File: config.mk
export PLATFORM = sky130hd
export DESIGN_NAME = mem_port_ctrl
export DESIGN_NICKNAME = d
export VERILOG_FILES = /design/src/rtl/mem_port_ctrl.sv
export SDC_FILE = /design/constraint.sdc
export NUM_CORES = 1
export LEC_CHECK = 0
export ABC_CLOCK_PERIOD_IN_PS = 3800
export BUFFER_PORTS_ARGS = -buffer_cell sky130_fd_sc_hd__buf_2
export CAP_MARGIN = 15
export CORE_ASPECT_RATIO = 0.75
export CORE_MARGIN = 2
export CORE_UTILIZATION = 47
export CTS_CLUSTER_DIAMETER = 200
export CTS_CLUSTER_SIZE = 16
export DETAILED_ROUTE_END_ITERATION = 6
export PLACE_DENSITY = 0.78
export SYNTH_ARGS = -nofsm -noshare
export SYNTH_HDL_FRONTEND = slang
export SYNTH_SLANG_ARGS = --single-unit
File: constraint.sdc
create_clock -name clk -period 3.8 [get_ports clk]
set_input_delay 0.76 -clock clk [delete_from_list [all_inputs] [get_ports clk]]
set_output_delay 0.76 -clock clk [all_outputs]
set_load 0.005 [all_outputs]
File: src/rtl/mem_port_ctrl.sv
// Single-port BRAM access controller: word/byte loads and stores, byte stores done as
// read-modify-write against a synchronous-read memory.
module mem_port_ctrl #(
  parameter int unsigned ADDR_WIDTH = 10
) (
  input  logic                  clk,
  input  logic                  reset,
  input  logic                  req,
  input  logic                  we,
  input  logic                  size,
  input  logic                  sign,
  input  logic [ADDR_WIDTH:0]   addr,
  input  logic [15:0]           wdata,
  output logic                  ready,
  output logic                  done,
  output logic [15:0]           rdata,
  output logic [ADDR_WIDTH-1:0] mem_addr,
  output logic [15:0]           mem_wdata,
  output logic                  mem_we,
  input  logic [15:0]           mem_rdata
);

  typedef enum logic [2:0] {StIdle, StFetch, StWait, StStore, StResp} state_e;

  state_e                state_q, state_d;
  logic                  we_q, we_d;
  logic                  size_q, size_d;
  logic                  sign_q, sign_d;
  logic [ADDR_WIDTH:0]   addr_q, addr_d;
  logic [15:0]           wdata_q, wdata_d;
  logic [15:0]           merge_q, merge_d;
  logic [15:0]           rdata_q, rdata_d;

  logic                  accept;
  logic [7:0]            lane_byte;

  assign accept    = req && (state_q == StIdle);
  assign lane_byte = addr_q[0] ? mem_rdata[15:8] : mem_rdata[7:0];

  always_comb begin
    state_d = state_q;
    unique case (state_q)
      StIdle:  if (req) state_d = (we && !size) ? StStore : StFetch;
      StFetch: state_d = StWait;
      StWait:  state_d = we_q ? StStore : StResp;
      StStore: state_d = StIdle;
      StResp:  state_d = StIdle;
      default: state_d = StIdle;
    endcase
  end

  always_comb begin
    we_d    = we_q;
    size_d  = size_q;
    sign_d  = sign_q;
    addr_d  = addr_q;
    wdata_d = wdata_q;
    merge_d = merge_q;
    rdata_d = rdata_q;
    if (accept) begin
      we_d    = we;
      size_d  = size;
      sign_d  = sign;
      addr_d  = addr;
      wdata_d = wdata;
    end
    // mem_rdata is valid in WAIT: merge for a byte store, capture for a load.
    if (state_q == StWait) begin
      if (we_q) begin
        merge_d = addr_q[0] ? {wdata_q[7:0], mem_rdata[7:0]} : {mem_rdata[15:8], wdata_q[7:0]};
      end else if (size_q) begin
        rdata_d = {{8{sign_q & lane_byte[7]}}, lane_byte};
      end else begin
        rdata_d = mem_rdata;
      end
    end
  end

  always_ff @(posedge clk or negedge reset) begin
    if (!reset) begin
      state_q <= StIdle;
      we_q    <= 1'b0;
      size_q  <= 1'b0;
      sign_q  <= 1'b0;
      addr_q  <= '0;
      wdata_q <= '0;
      merge_q <= '0;
      rdata_q <= '0;
    end else begin
      state_q <= state_d;
      we_q    <= we_d;
      size_q  <= size_d;
      sign_q  <= sign_d;
      addr_q  <= addr_d;
      wdata_q <= wdata_d;
      merge_q <= merge_d;
      rdata_q <= rdata_d;
    end
  end

  always_comb begin
    ready     = (state_q == StIdle);
    done      = (state_q == StStore) || (state_q == StResp);
    mem_we    = (state_q == StStore);
    mem_addr  = ready ? '0 : addr_q[ADDR_WIDTH:1];
    mem_wdata = '0;
    if (mem_we) mem_wdata = size_q ? merge_q : wdata_q;
  end

  assign rdata = rdata_q;

endmodule

==> flow_metrics.tcl <==
set metrics [dict create \
    crit_buf_inv 1 \
    antenna_found_initial 2 \
    cp_slowest_cell "nand3b_1" \
    netlist_area_sq_um 3180 \
    cts_made_buffers 9 \
    cts_htree_levels 3 \
    crit_type "flip-flop to output pin" \
    dr.pass1.iters 4 \
    gr-total-overflow 0 \
    io_pins 94 \
    grt_max_degree 49 \
    cp-start-kind "flip-flop" \
    synthMuxAreaShare_pct 25.8 \
    io_buffer_count 93 \
    hold_path.class "primary input to async pin" \
    synth_fp_nets 318 \
    cpPeakStageDelay_ns 0.69 \
    ant_nets 0 \
    wire_per_inst_microns 15.5 \
    fin_setup_tns_ns 0 \
    regToRegEndpoint "sign_q" \
    synth_top_family_by_area "multiplexers" \
    powerDensity_nw_per_um2 884 \
    tightest_slew_ns 0.801 \
    synth-xor-area-share_pct 0 \
    root_buffer "clkbuf_8" \
    worstReg2RegStart "state_q[0]" \
    start_util_pct 49.6 \
    yosys.cell_types.count 24 \
    crit_family "simple AND/OR/NAND/NOR gates" \
    synth_compound_area_share_pct 5.63 \
    syn_to_final_growth_pct 22.1 \
    via_count 2280 \
    final.min_clock_period_ns 2.72 \
    syn_inst 269 \
    nNetsFinal 409 \
    crit_cells 3 \
    core_sq_um 6410 \
    yosys.area.top_type_share_pct 51.2 \
    period_share_pct 71.5 \
    final_common_cell "buf_2" \
    clk_pin_slew_ns 0.08 \
    clkLatencyLatePin_ns 0.35 \
    n_fill_cell 531 \
    die_y_microns 75.2 \
    clock.fmax_mhz 368 \
    post_cts_resized 0 \
    cts_hold_buf 0 \
    avgSynthCellArea_sq_um 11.8 \
    setup_viol 0 \
    layout_common_cells "buf_2, dfrtp_1, nor2_1, mux2i_1, a21oi_1" \
    clockBufferDepth 2 \
    hpwl_microns 4900 \
    die_area_sq_um 7450 \
    synth_fa_ha_area_share_pct 0 \
    report.final.slew_viol_count 0 \
    synth_top_cell_by_area "dfrtp_1" \
    clkSinkCount 65 \
    status "finished, final reports clean" \
    peakVddDrop_mv 0.486 \
    ys_ff_latch 65 \
    grt_util_all_layers_pct 19.5 \
    drive_above_1_share_pct 41.1 \
    drt_wl_total_microns 6940 \
    drc 0 \
    required_ns 3.04 \
    cp-end-kind "output pin" \
    drv_cap 0 \
    critPathMaxFanout 18 \
    r2r_slack_ns 1.58 \
    viasPerCell 5.10 \
    grt_pass1_vias 2211 \
    grt_setup_unrepaired "no" \
    hold_violations 0 \
    grt_first_pass_wirelength_microns 11000 \
    yosysSeqAreaShare_pct 51.2 \
    die_w_microns 99.0 \
    drt_iter0_drc 73 \
    row_count 25 \
    r2r_cells 3 \
    cts_tree "done" \
    final_core_util_pct 60.5 \
    post_cts_buffers 0 \
    synth_area_leaders "dfrtp_1, mux2i_1, mux2_4" \
    yosysWarningCount 0 \
    synth-simple-area-share_pct 12.3 \
    relSlewSlack_pct 46.5 \
    fin_worst_skew_ns 0.00933 \
    gp_congestion 0.796 \
    power_leakage_nw 1.91 \
    arrival_ns 1.96 \
    path_cells "nand3b_1, nor2_1, buf_2" \
]
## power breakdown
part | internal [mW] | switching (mW)
combinational | 0.803 | 0.677
sequential | 1.04 | 0.269
clock | 0.367 | 0.277
## layer usage
metal / track usage [%] / vias to the layer above / part of all wire (%)
met5: 0 / - / 0.39
met3: 8.54 / 11 / 8.9
met1: 26.0 / 1082 / 45
met4: 5.02 / 4 / 0.91
met2: 29.8 / 76 / 44
li1: - / 1107 / -
## worst reg2reg max path, stage by stage, from the launching register on
cell and delay, ns:
dfrtp_1 0.48, nor3_2 0.63, and2_4 0.60, mux2_2 0.40
## worst max path at each step
stage                     startpoint            end  slack, ns
after floorplan           state_q[2]  mem_wdata[10]       1.95
after global placement    state_q[2]  mem_wdata[15]       1.52
after detailed placement  state_q[2]   mem_wdata[0]       1.44
after CTS                 state_q[2]   mem_wdata[0]       1.06
after global routing      state_q[2]   mem_wdata[0]       0.90
final                     state_q[2]   mem_wdata[0]       1.08
## flip-flops by register name, indices dropped and copies added, names as in the netlist
name     flops
merge_q     16
rdata       16
wdata_q     16
addr_q      11
state_q      3
sign_q       1
size_q       1
we_q         1
## logic make-up after synthesis
| kind of cell | after synthesis |
|---|---|
| AO/OA/AOI/OAI | 33 |
| flip-flops | 65 |
| multiplexers | 72 |
| AND/OR/NAND/NOR | 79 |
| buffers and inverters | 20 |
## Yosys cell counts, drive strengths merged
library cell / instances
and2: 1
a221oi: 1
nand2b: 9
a21oi: 24
nand3: 1
buf: 18
nand2: 3
nor2b: 10
mux2: 31
nand3b: 2
nor3: 2
nor4bb: 1
nor4b: 1
dfrtp: 65
nor2: 49
a31oi: 8
inv: 1
clkbuf: 1
mux2i: 41
## layout make-up
type | count | area [sq um] | area share, %
sequential | 65 | 1630 | 41.9
clock buffer | 9 | 124 | 3.19
antenna | 1 | 2.50 | 0.0645
clock inverter | 7 | 95.1 | 2.45
inverter | 1 | 3.75 | 0.0967
tap | 81 | 101 | 2.61
timing repair buffer | 99 | 523 | 13.5
multi-input combinational | 184 | 1410 | 36.2
## metrics by stage
stage	std cells	cell area (sq um)	power, mW	worst slack [ns]	hold WS (ns)
global placement	429	3640	2.76	1.52	0.482
floorplan	269	3180	2.41	1.95	0.464
finish	447	3880	3.43	1.08	0.243
global route	446	3880	3.68	0.905	0.231
detailed placement	429	3640	2.81	1.44	0.492
CTS	445	3860	3.47	1.06	0.508
(Power assumes the default switching activity.)
